$ cat config.mk
export PLATFORM = sky130hd
export DESIGN_NAME = btn_debounce_multi
export DESIGN_NICKNAME = d
export VERILOG_FILES = /design/src/rtl/btn_debounce_multi.sv
export SDC_FILE = /design/constraint.sdc
export NUM_CORES = 1
export LEC_CHECK = 0
export CAP_MARGIN = 20
export CORE_ASPECT_RATIO = 1.5
export CORE_MARGIN = 2
export CORE_UTILIZATION = 60
export CTS_CLUSTER_SIZE = 10
export DETAILED_ROUTE_END_ITERATION = 16
export PLACE_DENSITY = 0.78
export RECOVER_POWER = 25
export SYNTH_ARGS = -nofsm -noshare
export SYNTH_HDL_FRONTEND = slang
export SYNTH_SLANG_ARGS = --single-unit
$ cat constraint.sdc
create_clock -name clk -period 4.9 [get_ports clk]
set_input_delay 0.735 -clock clk [delete_from_list [all_inputs] [get_ports clk]]
set_output_delay 0.735 -clock clk [all_outputs]
set_load 0.02 [all_outputs]
$ cat src/rtl/btn_debounce_multi.sv
// N-channel counter-based button debouncer: input synchroniser, stability filter,
// registered level plus one-cycle rise, fall and long-press pulses per channel.
module btn_debounce_multi #(
  parameter int N_CH        = 4,
  parameter int CNT_W       = 20,
  parameter int STABLE_CNT  = 50000,
  parameter int LONG_CNT    = 500000,
  parameter int SYNC_STAGES = 2,
  parameter int RST_VAL     = 0
) (
  input  logic            clk,
  input  logic            reset,
  input  logic [N_CH-1:0] btn_in,
  output logic [N_CH-1:0] btn_db,
  output logic [N_CH-1:0] rise_pulse,
  output logic [N_CH-1:0] fall_pulse,
  output logic [N_CH-1:0] long_pulse
);

  localparam logic             RST_BIT   = (RST_VAL != 0);
  localparam logic [CNT_W-1:0] STABLE_M1 = CNT_W'(STABLE_CNT - 1);
  localparam logic [CNT_W-1:0] LONG_M1   = CNT_W'(LONG_CNT - 1);

  logic [N_CH-1:0]  r_sync [SYNC_STAGES];
  logic [CNT_W-1:0] r_cnt  [N_CH];
  logic [CNT_W-1:0] r_hcnt [N_CH];
  logic [N_CH-1:0]  r_db;
  logic [N_CH-1:0]  r_rise;
  logic [N_CH-1:0]  r_fall;
  logic [N_CH-1:0]  r_long;

  logic [N_CH-1:0]  w_s;
  logic [N_CH-1:0]  w_db_next;
  logic [N_CH-1:0]  w_long_next;
  logic [CNT_W-1:0] w_cnt_next  [N_CH];
  logic [CNT_W-1:0] w_hcnt_next [N_CH];

  assign w_s = r_sync[SYNC_STAGES-1];

  // The hold counter parks at LONG_CNT-1; the pulse fires only on the cycle it arrives there.
  always_comb begin
    for (int i = 0; i < N_CH; i++) begin
      w_db_next[i]   = r_db[i];
      w_cnt_next[i]  = '0;
      w_hcnt_next[i] = '0;
      if (w_s[i] != r_db[i]) begin
        if (r_cnt[i] == STABLE_M1) w_db_next[i]  = w_s[i];
        else                       w_cnt_next[i] = r_cnt[i] + CNT_W'(1);
      end
      if (r_db[i]) begin
        if (r_hcnt[i] < LONG_M1) w_hcnt_next[i] = r_hcnt[i] + CNT_W'(1);
        else                     w_hcnt_next[i] = r_hcnt[i];
      end
      w_long_next[i] = w_db_next[i] && (w_hcnt_next[i] == LONG_M1) &&
                       !(r_db[i] && (r_hcnt[i] == LONG_M1));
    end
  end

  always_ff @(posedge clk) begin
    if (reset) begin
      for (int s = 0; s < SYNC_STAGES; s++) r_sync[s] <= {N_CH{RST_BIT}};
      for (int i = 0; i < N_CH; i++) begin
        r_cnt[i]  <= '0;
        r_hcnt[i] <= '0;
      end
      r_db   <= {N_CH{RST_BIT}};
      r_rise <= '0;
      r_fall <= '0;
      r_long <= '0;
    end else begin
      r_sync[0] <= btn_in;
      for (int s = 1; s < SYNC_STAGES; s++) r_sync[s] <= r_sync[s-1];
      for (int i = 0; i < N_CH; i++) begin
        r_cnt[i]  <= w_cnt_next[i];
        r_hcnt[i] <= w_hcnt_next[i];
      end
      r_db   <= w_db_next;
      r_rise <= ~r_db & w_db_next;
      r_fall <= r_db & ~w_db_next;
      r_long <= w_long_next;
    end
  end

  assign btn_db     = r_db;
  assign rise_pulse = r_rise;
  assign fall_pulse = r_fall;
  assign long_pulse = r_long;

endmodule

* Word-level counts from Yosys, hierarchy flattened
Memories as Yosys holds them, arrays and structs flattened.
Index checks and enable logic that the tools add are counted.
** Operators by class
- Equality and inequality tests :: 16
- Bitwise gates (word level) :: 14
- Add/subtract/negate cells :: 8
- Multiplexer cells :: 37
- $lt $le $gt $ge :: 4
- Reduce and logical (&&, ||, !) cells :: 16
** Operator list (number)
- 20-bit two-way mux :: 24
- 20-bit by 1-bit adder with 20-bit output (second input constant) :: 8
- 20-bit by 19-bit == test with 1-bit output (second input constant) :: 8
- 20-bit by 16-bit == test with 1-bit output (second input constant) :: 4
- 20-bit by 19-bit less-than comparator with 1-bit output (second input constant) :: 4
- 1-bit logical AND :: 12
- 1-bit two-way mux :: 11
- 1-bit bitwise OR :: 10
- 4-bit bitwise AND :: 2
- 4-bit two-way mux :: 2
- 4-bit NOT :: 2
- 1-bit zero test :: 4
- 1-bit inequality test :: 4
** Word-level totals
- Input port bits :: 6
- Output and inout port bits :: 16
- Flip-flop bits (word level) :: 16
- Memories :: 3
- Word-level logic and storage cells :: 102
- RAM bits :: 168
** Memories
- r_cnt :: depth 4, width 20, rd ports 4, clocked after Yosys merged registers in 0, write ports 4, line 25 : logic [CNT_W-1:0] r_cnt [N_CH];
- r_hcnt :: depth 4, width 20, rd ports 4, clocked after Yosys merged registers in 0, write ports 4, line 26 : logic [CNT_W-1:0] r_hcnt [N_CH];
- r_sync :: depth 2, width 4, rd ports 2, clocked after Yosys merged registers in 0, write ports 2, line 24 : logic [N_CH-1:0] r_sync [SYNC_STAGES];

* Longest topological paths before layout
Gate-level depths: netlist of run 1.
- Word-level depth :: 6
- Mapped depth :: 9
- Mapped depth without buffers :: 8

* Worst setup path before layout of run 1
OpenSTA, ideal clock, no wires.
- Kind :: register to register
- Start point :: memory r_hcnt[3][12]
- End point :: register r_long[3], in the netlist long_pulse[3]
- Cell stages (with the launch flop) :: 9
- Path slack :: 2.523 ns
- Path buffers :: 1
- Library setup time :: 0.088 ns
- Data required time :: 4.812 ns
- Period minus slack after synthesis :: 2.377 ns
- Arrival :: 2.290 ns
- Cell sequence :: dfxtp_1 or4_1 or3_1 and2_4 buf_6 o31a_1 nor4_2 o2111ai_1 nor4_2
** RTL lines
- start, declared :: line 26
- end signal, assigned :: line 80 : r_long <= w_long_next;
- end, declared :: line 30 : logic [N_CH-1:0] r_long;

==> impl_metrics.toml, run 1 <==
[outcome]
status = "finished clean"

[global_route]
grt_pass1_vias = 7175
grt_start_max_net_pins = 23
track_usage = 0.240
grt-ovfl-total = 0
grt_pass1_wl_um = 32200
antenna_found_initial = 0

[critical_path]
critPathSlowestCell = "nor3_1"
cp_max_fo = 8
crit_type = "reg -> reg"
cpPeakStageDelay_ns = 0.60
worst_setup_path_start_kind = "flip-flop"
crit_path_frequent_cell = "nor3_1"
required_ns = 5.28
crit_chain = "or4_1 -> a221oi_1 -> nor3_1 -> nor3_1 -> a31oi_1 -> a211oi_1 -> and4_1"
endpoint_kind = "flip-flop"
cp_data_arrival_time_ns = 3.31

[timing]
skew_ns = 0.00832
max_freq_mhz = 341
whs_ns = 0.436
grt_setup_unrepaired = "no"
tightest_slew_ns = 0.834
min_period_ns = 2.94
slew_violations = 0
finalSetupTns_ns = 0
setup_viol = 0
hold_viol = 0
fin_crit_sh = 0.599
relSlewSlack = 0.444

[yosys]
synth-edff-count = 0
syn_area_per_cell_um2 = 8.21
async_flop_share = 0
synthCells = 1100
yosys_warnings = 0
syn-num-nets = 1114
ys_types = 70
ys_ff_latch = 184
yosysSeqAreaShare = 0.408
ys.flop_type = "dfxtp_1"
syn-cell-area_um2 = 9030

[die]
die_x_um = 104
start_util = 0.616
rows = 54
coreArea_um2 = 14700
fp.dieArea_um2 = 16100
fp.dieH_um = 154
pin_count = 22

[routing]
num_vias = 7554
drc = 0
drt.antenna.violating_nets = 0
first_pass_iters = 4
wire_per_inst_um = 14.3
wirelength_um = 18700
drt-vias-per-instance = 5.79
drt_iter0_drc = 291

[cts]
worstSkewPairLatency_ns = 0.43
clk_pin_slew_worst_paths_ns = 0.06
tritoncts = "yes"
cts.repair.resized = 0
cts.sinks = 184
cts_buffers = 17
clockRootBuffer = "clkbuf_16"
cts_setup_buffers = 0
cts_max_level = 4
clock_path_buffers = 2
cts_hold_buf = 0

[hold_path]
hp-class = "reg -> reg"

[finish]
area_growth_pct = 9.93
drive_above_1_share = 0.0478
final_cell_mix = "219 x nor2_1, 184 x dfxtp_1, 96 x nand2_1"
final_common_cell = "nor2_1"
final_nets = 1109
n_antenna_cell = 0

[job]
maxCapViolations = 0

[pwr]
p_leak_nw = 3.25
power_density_nw_per_um2 = 304
vdd_drop_max_v = 0.000236

[place]
hpwl_um = 13200
gp_congestion = 0.964
io_buffers = 21
-- area by class of cell --
class | instances | area, um^2
Sequential cell | 184 | 3680
Fill cell | 1260 | 4730
Timing Repair Buffer | 23 | 218
Clock inverter | 9 | 161
Inverter | 17 | 63.8
Tap cell | 196 | 245
Clock buffer | 23 | 498
Multi-Input combinational cell | 852 | 5060
-- metrics by stage --
step	cells	total power, W	cell area (um^2)	util	setup WS [ns]
6_report	1304	0.00302	9930	0.677	1.96
5_1_grt	1304	0.00312	9930	0.677	1.83
4_1_cts	1304	0.00305	9950	0.679	2.12
3_5_place_dp	1272	0.00155	9290	0.634	1.92
3_3_place_gp	1272	0.00155	9290	0.634	1.96
2_1_floorplan	1100	0.00155	9030	-	2.52
-- worst paths after layout --
kind | startpoint | end | slack (ns) | cells past startpoint
max reg2reg | r_hcnt[2][14]$_SDFF_PP0_ | long_pulse[2]$_SDFF_PP0_ | 1.96 | 7
min | r_sync[0][2]$_SDFF_PP0_ | r_sync[0][6]$_SDFF_PP0_ | 0.44 | 1
min reg2reg | r_sync[0][2]$_SDFF_PP0_ | r_sync[0][6]$_SDFF_PP0_ | 0.44 | 1
max | r_hcnt[2][14]$_SDFF_PP0_ | long_pulse[2]$_SDFF_PP0_ | 1.96 | 7
-- metal layers --
| layer | global-route usage | share of wire |
|---|---|---|
| met2 | 0.438 | 0.52 |
| met4 | 0.108 | 0.029 |
| met3 | 0.0544 | 0.032 |
| met5 | 0 | 0 |
| met1 | 0.265 | 0.42 |
-- worst max-delay path, delay by kind of cell (launching register included) --
family	cells	cell delay (ns)
AOI/OAI and AO/OA	3	0.90
DFF	1	0.37
and+or+nand+nor	4	1.62
-- registers in the layout (all words and copies together), names as in the netlist --
signal and flops:
btn_db 4, r_hcnt 80, r_sync 8, rise_pulse 4, fall_pulse 4, long_pulse 4
r_cnt 80
-- cell families (layout without fill, tap and decap cells) --
| logic type | after synthesis | after routing | synth area share |
|---|---|---|---|
| compound gates | 84 | 84 | 0.0693 |
| xor+xnor | 139 | 139 | 0.135 |
| fa+ha+maj | 8 | 8 | 0.0111 |
| buf+inv | 64 | 72 | 0.0303 |
| flops | 184 | 184 | 0.408 |
| mux | 12 | 12 | 0.0134 |
| simple gates | 609 | 609 | 0.333 |
-- Yosys cell counts, types with 22 or more instances --
library cell	instances	area (um^2)
nor3_1	43	215
and3_1	31	194
nor2_1	219	822
xnor2_1	68	596
nor4_1	22	138
xor2_1	71	622
nand3_1	71	355
dfxtp_1	184	3680
nand4_1	27	169
clkbuf_1	34	128
nand2_1	96	360
-- power breakdown --
part           internal [W]  switching, W
Clock              0.000926      0.000574
Sequential          0.00150    0.00000282
Combinational    0.00000722    0.00000998
No activity file was read; power rests on OpenSTA's default activity.
==> run 2, diff against run 1 <==
==> constraint.sdc (replaced) <==
create_clock -name clk -period 2.8 [get_ports clk]
set_input_delay 0.42 -clock clk [delete_from_list [all_inputs] [get_ports clk]]
set_output_delay 0.42 -clock clk [all_outputs]
set_load 0.02 [all_outputs]
==> run 2 against run 1 <==
  * Register-to-register slack got worse by 1.8 ns
  * Via count barely moved
  * Highest routed layer unchanged
  * Fmax rose by 13%
==> impl_metrics.toml, run 2 (synthesized netlist as in run 1, its figures left out) <==
[timing]
grt_setup_unrepaired = "no"
finalSetupTns_ns = 0
fin_crit_sh = 0.929
tightest_slew_ns = 1.12
min_period_ns = 2.60
slew_violations = 0
setup_viol = 0
relSlewSlack = 0.252
fin_ws_ns = 0.198
max_freq_mhz = 384
skew_ns = 0.0108
hold_viol = 0

[pwr]
switchingPower_w = 0.00102
power_density_nw_per_um2 = 497
p_leak_nw = 3.34
power_w = 0.00500
pwr-share-clk = 0.468
combPwrFrac = 0.006
seqPwrFrac = 0.526
internal_power_w = 0.00398
vdd_drop_max_v = 0.000356
switching_share = 0.203

[routing]
wire_per_inst_um = 13.9
wirelength_um = 18400
drt.antenna.violating_nets = 0
drt-vias-per-instance = 5.69
drc = 0
drt_iter0_drc = 284
num_vias = 7560
first_pass_iters = 5

[cts]
cts_max_level = 4
tritoncts = "yes"
clockRootBuffer = "clkbuf_16"
clock_path_buffers = 2
clk_pin_slew_worst_paths_ns = 0.07
cts.sinks = 184
cts_buffers = 17
cts_setup_buffers = 0
worstSkewPairLatency_ns = 0.42
cts_hold_buf = 0
cts.repair.resized = 0

[hold_path]
hold_end = "r_sync[0][6]$_SDFF_PP0_"
min_from = "r_sync[0][2]$_SDFF_PP0_"
hp-class = "reg -> reg"
whs_path_depth = 1

[finish]
final_nets = 1133
n_antenna_cell = 0
largestRegisters = "r_cnt (80), r_hcnt (80), r_sync (8)"
final_common_cell = "nor2_1"
area_growth_pct = 11.3
fill_cells = 1275
multi_input_area_um2 = 5080
final_cell_mix = "219 x nor2_1, 184 x dfxtp_1, 96 x nand2_1"
final_util = 0.686
drive_above_1_share = 0.0724
seq_area_um2 = 3680

[critical_path]
cp_data_arrival_time_ns = 2.93
crit_type = "reg -> reg"
cp_max_fo = 12
rrSetupSlack_ns = 0.20
reg2reg_to = "long_pulse[3]$_SDFF_PP0_"
cpPeakStageDelay_ns = 0.55
r2r_start = "r_hcnt[3][12]$_SDFF_PP0_"
path_delay_family = "simple AND/OR/NAND/NOR gates"
critPathSlowestCell = "or4_1"
endpoint_kind = "flip-flop"
cp.buffers_inverters = 0
worst_setup_path_start_kind = "flip-flop"
crit_chain = "or4_1 -> or3_1 -> and2_4 -> nor3_1 -> xnor2_1 -> o211ai_1 -> nor4_2"
required_ns = 3.13
rr_worst_depth = 7

[global_route]
track_usage = 0.236
grt_pass1_vias = 7275
grt_pass1_wl_um = 32100
antenna_found_initial = 0
grt-ovfl-total = 0
grt_start_max_net_pins = 24

[die]
fp.dieArea_um2 = 16100
fp.dieH_um = 154
rows = 54
coreArea_um2 = 14700
pin_count = 22
die_x_um = 104
start_util = 0.616

[outcome]
status = "finished clean"

[place]
hpwl_um = 13100
gp_congestion = 0.988
dpl_worst_slack_ns = 0.238
io_buffers = 21

[job]
maxCapViolations = 0
## run 2: worst reg2reg max path, stage by stage, from the launching register on
cell      delay, ns
dfxtp_1        0.36
or4_1          0.55
or3_1          0.38
and2_4         0.19
nor3_1         0.49
xnor2_1        0.21
o211ai_1       0.14
nor4_2         0.20
## run 2: area by class of cell
cell class / count / share of cell area
inverters: 17 / 0.00635
multi-input cells: 852 / 0.506
well taps: 196 / 0.0244
flip-flops and latches: 184 / 0.366
repair buffers: 47 / 0.0388
clock buffers: 22 / 0.0492
clock inverters: 10 / 0.00933
## run 2: worst max path at each step
| stage | slack [ns] | end | start | depth (start not counted) |
|---|---|---|---|---|
| after floorplan | 0.42 | long_pulse[3]$_SDFF_PP0_ | r_hcnt[3][12]$_SDFF_PP0_ | 8 |
| after global placement | 0.28 | long_pulse[0]$_SDFF_PP0_ | r_hcnt[0][10]$_SDFF_PP0_ | 7 |
| after detailed placement | 0.24 | long_pulse[3]$_SDFF_PP0_ | r_hcnt[3][12]$_SDFF_PP0_ | 7 |
| after CTS | 0.18 | long_pulse[0]$_SDFF_PP0_ | r_hcnt[0][10]$_SDFF_PP0_ | 7 |
| after global routing | 0.02 | long_pulse[0]$_SDFF_PP0_ | r_hcnt[0][15]$_SDFF_PP0_ | 7 |
| final | 0.20 | long_pulse[3]$_SDFF_PP0_ | r_hcnt[3][12]$_SDFF_PP0_ | 7 |
## run 2: per-stage QoR
stage                     std cells  hold slack [ns]  instance area [um^2]
final                          1328            0.442                 10100
after floorplan                1100            0.414                  9030
after global placement         1296            0.423                  9470
after CTS                      1328            0.445                 10100
after global routing           1328            0.459                 10100
after detailed placement       1296            0.424                  9470
## run 2: power by group through the flow
| stage | clock (W) | sequential [W] | combinational (W) |
|---|---|---|---|
| 5_1_grt | 0.00250 | 0.00263 | 0.0000355 |
| 2_1_floorplan | 0 | 0.00269 | 0.0000185 |
| 3_5_place_dp | 0 | 0.00269 | 0.0000331 |
| 4_1_cts | 0.00239 | 0.00263 | 0.0000334 |
| 3_3_place_gp | 0 | 0.00269 | 0.0000329 |
| 6_report | 0.00234 | 0.00263 | 0.0000317 |
## run 2: metal layers
metal / share of wire / vias to the layer above / track usage
li1: - / 3846 / -
met1: 0.43 / 3534 / 0.272
met4: 0.027 / 0 / 0.0978
met5: 0 / - / 0
met2: 0.51 / 137 / 0.425
met3: 0.028 / 43 / 0.0447
